File: src/rtl/truth_table_sweeper.sv
// truth_table_sweeper: sweeps all 2^N_IN input vectors onto a shared stimulus
// bus, waits SETTLE cycles per vector, then captures the SOP and POS
// implementation outputs and checks them against an expected truth table.
//
// Handshake: start is level-sampled only in IDLE. busy is high from the start
// edge up to the final sample edge. done pulses for exactly one cycle after the
// final sample. Results hold until the next start or reset.
module truth_table_sweeper #(
  parameter int N_IN   = 4,
  parameter int SETTLE = 2
) (
  input  logic                   clk,
  input  logic                   rst,
  input  logic                   start,
  input  logic [(1<<N_IN)-1:0]   expected,
  input  logic                   sop_in,
  input  logic                   pos_in,
  output logic [N_IN-1:0]        vec_out,
  output logic                   busy,
  output logic                   done,
  output logic [(1<<N_IN)-1:0]   table_sop,
  output logic [(1<<N_IN)-1:0]   table_pos,
  output logic                   mismatch,
  output logic [N_IN-1:0]        first_bad,
  output logic [N_IN:0]          bad_count,
  output logic [1:0]             dbgState
);

  localparam int              CntW    = (SETTLE > 1) ? $clog2(SETTLE) : 1;
  localparam logic [CntW-1:0] CntLast = CntW'(SETTLE - 1);
  localparam logic [N_IN-1:0] VecLast = {N_IN{1'b1}};

  typedef enum logic [1:0] {
    IDLE   = 2'd0,
    WAIT   = 2'd1,
    SAMPLE = 2'd2
  } stateT;

  stateT                 state, stateNext;
  logic [CntW-1:0]       cnt, cntNext;
  logic [N_IN-1:0]       vecNext;
  logic                  busyNext, doneNext;
  logic [(1<<N_IN)-1:0]  sopNext, posNext;
  logic                  misNext;
  logic [N_IN-1:0]       firstBadNext;
  logic [N_IN:0]         badCountNext;
  logic                  vecFail;

  assign dbgState = state;

  // A vector fails once even if both implementations disagree with it.
  assign vecFail = (sop_in != expected[vec_out]) || (pos_in != expected[vec_out]);

  // Next-state and next-output logic; everything holds unless a state acts on it.
  always_comb begin
    stateNext    = state;
    cntNext      = cnt;
    vecNext      = vec_out;
    busyNext     = busy;
    doneNext     = 1'b0;
    sopNext      = table_sop;
    posNext      = table_pos;
    misNext      = mismatch;
    firstBadNext = first_bad;
    badCountNext = bad_count;
    case (state)
      IDLE: begin
        if (start) begin
          stateNext    = WAIT;
          cntNext      = '0;
          vecNext      = '0;
          busyNext     = 1'b1;
          sopNext      = '0;
          posNext      = '0;
          misNext      = 1'b0;
          firstBadNext = '0;
          badCountNext = '0;
        end
      end
      WAIT: begin
        cntNext = cnt + CntW'(1);
        if (cnt == CntLast) stateNext = SAMPLE;
      end
      SAMPLE: begin
        sopNext[vec_out] = sop_in;
        posNext[vec_out] = pos_in;
        if (vecFail) begin
          badCountNext = bad_count + (N_IN+1)'(1);
          if (!mismatch) begin
            firstBadNext = vec_out;
            misNext      = 1'b1;
          end
        end
        if (vec_out != VecLast) begin
          vecNext   = vec_out + N_IN'(1);
          cntNext   = '0;
          stateNext = WAIT;
        end else begin
          // Last vector: vec_out stays at the final value, no wrap.
          busyNext  = 1'b0;
          doneNext  = 1'b1;
          stateNext = IDLE;
        end
      end
      default: stateNext = IDLE;
    endcase
  end

  // State register; reset aborts any sweep in progress.
  always_ff @(posedge clk or posedge rst) begin
    if (rst) state <= IDLE;
    else     state <= stateNext;
  end

  // Registered outputs and settle counter.
  always_ff @(posedge clk or posedge rst) begin
    if (rst) begin
      cnt       <= '0;
      vec_out   <= '0;
      busy      <= 1'b0;
      done      <= 1'b0;
      table_sop <= '0;
      table_pos <= '0;
      mismatch  <= 1'b0;
      first_bad <= '0;
      bad_count <= '0;
    end else begin
      cnt       <= cntNext;
      vec_out   <= vecNext;
      busy      <= busyNext;
      done      <= doneNext;
      table_sop <= sopNext;
      table_pos <= posNext;
      mismatch  <= misNext;
      first_bad <= firstBadNext;
      bad_count <= badCountNext;
    end
  end

endmodule

File: config.mk
export PLATFORM = sky130hd
export DESIGN_NAME = truth_table_sweeper
export DESIGN_NICKNAME = d
export VERILOG_FILES = /design/src/rtl/truth_table_sweeper.sv
export SDC_FILE = /design/constraint.sdc
export NUM_CORES = 1
export LEC_CHECK = 0
export CORE_UTILIZATION = 30
export CTS_CLUSTER_DIAMETER = 50
export CTS_CLUSTER_SIZE = 24
export DETAILED_ROUTE_END_ITERATION = 12
export PLACE_DENSITY = 0.62
export SYNTH_ARGS = -nofsm -noshare
export SYNTH_HDL_FRONTEND = slang
export SYNTH_SLANG_ARGS = --single-unit
File: constraint.sdc
create_clock -name clk -period 2.57 [get_ports clk]
set_input_delay 0.3855 -clock clk [delete_from_list [all_inputs] [get_ports clk]]
set_output_delay 0.3855 -clock clk [all_outputs]
set_load 0.05 [all_outputs]
==> metrics.md <==
| Metric | Value |
|---|---|
| Worst-Margin Slew | 0.824 ns |
| Total Power | 2.57 mW |
| Area growth syn-to-layout | 38.0% |
| Vias in the first global route | 2045 |
| Worst setup EP type | output port |
| Area of the multi-input gates | about 1100 um2 |
| Number of synthesized flops with an enable pin | 0 |
| Post-CTS setup buffers | 0 |
| GRT Total Usage | 0.150 |
| Num Clock Sinks | 51 |
| Placeable Area | 7850 um2 |
| Clk Latency, worst-skew pair | 0.30 ns |
| # resized after CTS | 0 |
| Diode count | 0 |
| Final Skew | roughly 0.0040 ns |
| Synth area leader | dfrtp_1 |
| Netlist cell types | 31 |
| WP buf/inv | 1 |
| Final Cycle Share | 0.867 |
| CP Launch Type | flip-flop |
| Initial core utilization | 0.314 |
| Largest net degree at the start of global routing | 45 |
| Status | finished, final reports clean |
| Top area cells in the synthesized netlist | dfrtp_1 52%, nand2_1 13%, mux2i_1 7.3%, o21ai_0 7.3%, ha_1 2.5% |
| Final wirelength | 5870 um |
| IO buf count | 70 |
| H-tree depth | 2 |
| Clock Path Buffers | 2 |
| Maximum VDD drop | between 0.0004 and 0.0005 V |
| Root Buffer | clkbuf_8 |
| Final setup vio count | 0 |
| Sequential share of the synthesized area | 0.519 |
| Critical Path Max Stage Delay | 0.90 ns |
| Critical path type | reg2out |
| CP Max Fanout | 13 |
| Worst min-delay path category | in2async |
| Setup TNS | 0 ns |
| CP Cell Sequence | clkdlybuf4s50_1 |
| Synth top area share | 0.519 |
| Global-route wire length before repair | 10100 um |
| Yosys reg bits | 51 |
| Fraction of registers with async set/reset | 1.00 |
| Max-slew violation count | 0 |
| Initial DRT Pass Iterations | 4 |
| Synth Instances | 269 |
| Die area | 8570 um2 |
| Fillcell total | about 800 |
| Slew HR | 0.451 |
| Share of layout cells above drive strength 1 | 0.0682 |
| Worst Path Arrival | ~1.8 ns |
| Cts hold-fix bufs | 0 |
| DRC viols | 0 |
| Final ANT Viol Nets | 0 |
| Final #Nets | between 300 and 400 |
| Pleak | 1.41 nW |
| Post-synthesis net count | just under 300 |
| Power Dens Cells | 758 nW/um2 |
| Routed vias | between 2000 and 2500 |
| Seq. cell area | 1280 um2 |
| I/O pin count | slightly above 70 |
| Synth Area per Inst | about 9 um2 |
| Row cnt | 32 |
| Die Y | 92.6 um |
| Placement Setup Slack | 0.178 ns |
| Num CTS Buffers | 5 |
| Initial DRC Count | 88 |
| RSZ-0062 raised after global routing | no |
| Critical path's top delay family | buffers and inverters |
| Initial antenna violation count | 0 |
| Wire length per cell | 13.4 um |
| Mapped cell area | 2460 um2 |
| Gpl congestion | ~0.73 |
| CTS tree | done |
| Final Critical Period | 2.23 ns |
| Primary FF master, synth | dfrtp_1 |
| Via density | 4.62 |
| Remaining Overflow, GRT | 0 |
| YS warnings | 0 |
| HPWL Detailed | 4280 um |
| Worst EP required | 2.18 ns |
| Final Hold Viols | 0 |
| Maximum operating frequency | 449 MHz |
| Die width | about 90 um |
| Crit-path slowest cell | clkdlybuf4s50_1 |
| Worst Setup Slack, final | 0.343 ns |
| Register clock-pin slew on the reported worst setup and hold paths | 0.09 ns |
| Max_cap viols | 0 |
Yosys cell counts, drive strengths merged, types with 3 or more instances:
cell type	n
a22o	3
clkbuf	14
dfrtp	51
ha	5
inv	10
mux2i	20
nand2	83
nand3	3
nor2	15
nor3	5
o21ai	37
sequential cells by signal (all words and copies together), names as in the netlist:
name and cells:
mismatch 1, busy 1, cnt 1, first_bad 4
vec_out 4, table_sop 16, bad_count 5, dbgState 2
done 1, table_pos 16
power by group:
part	internal, mW	leakage, nW	total [mW]	switching (mW)
sequential	0.888	0.699	0.991	0.103
clock	0.320	0.0618	0.586	0.265
combinational	0.377	0.654	0.997	0.619
total	1.59	1.41	2.57	0.988
routing by layer:
layer	track usage	vias to the layer above	wire length [um]
li1	-	1021	-
met1	0.202	954	2770
met2	0.244	54	2820
met3	0.0369	0	287
met4	0.0352	0	0
met5	0	-	0
through the flow:
step / hold WS, ns / utilization / instances / area (um2)
2_1_floorplan: 0.474 / - / 269 / 2460
3_3_place_gp: 0.463 / 0.417 / 431 / 3280
3_5_place_dp: 0.493 / 0.417 / 431 / 3280
4_1_cts: 0.470 / 0.433 / 439 / 3400
5_1_grt: 0.495 / 0.433 / 439 / 3400
6_report: 0.455 / 0.433 / 439 / 3400
area by class of cell:
class / count / area share
Clock buffer: 6 / 0.0243
Clock inverter: 2 / 0.0114
Inverter: 10 / 0.0110
Multi-Input combinational cell: 192 / 0.317
Sequential cell: 51 / 0.376
Tap cell: 102 / 0.0376
Timing Repair Buffer: 76 / 0.223
final timing paths:
check | from | endpoint | slack (ns) | cells past startpoint
max | vec_out[2] | vec_out[2] | 0.34 | 1
min | rst | table_pos[12] | 0.46 | 2
max reg2reg | vec_out[1] | first_bad[2] | 0.36 | 6
min reg2reg | bad_count[4] | bad_count[4] | 0.49 | 1
max in group asynchronous | rst | first_bad[3] | 1.57 | 3
min in group clk | bad_count[4] | bad_count[4] | 0.49 | 1
cell families (layout without fill, tap and decap cells):
group,after synthesis,count (layout),share of synthesized area
compound gates,49,49,0.113
xor+xnor,1,1,0.00356
fa+ha+maj,5,5,0.0254
buf+inv,26,94,0.0442
flops,51,51,0.519
mux,24,24,0.112
simple gates,113,113,0.184
cell usage in the layout, fill, tap and decap left out, drive strengths merged, types with 5 or more instances in the layout:
cell / count
clkbuf: 6
nor2: 15
buf: 6
nand2: 83
ha: 5
mux2i: 20
clkdlybuf4s50: 70
inv: 11
o21ai: 37
nor3: 5
dfrtp: 51
Power figures use the tool's default switching activity.
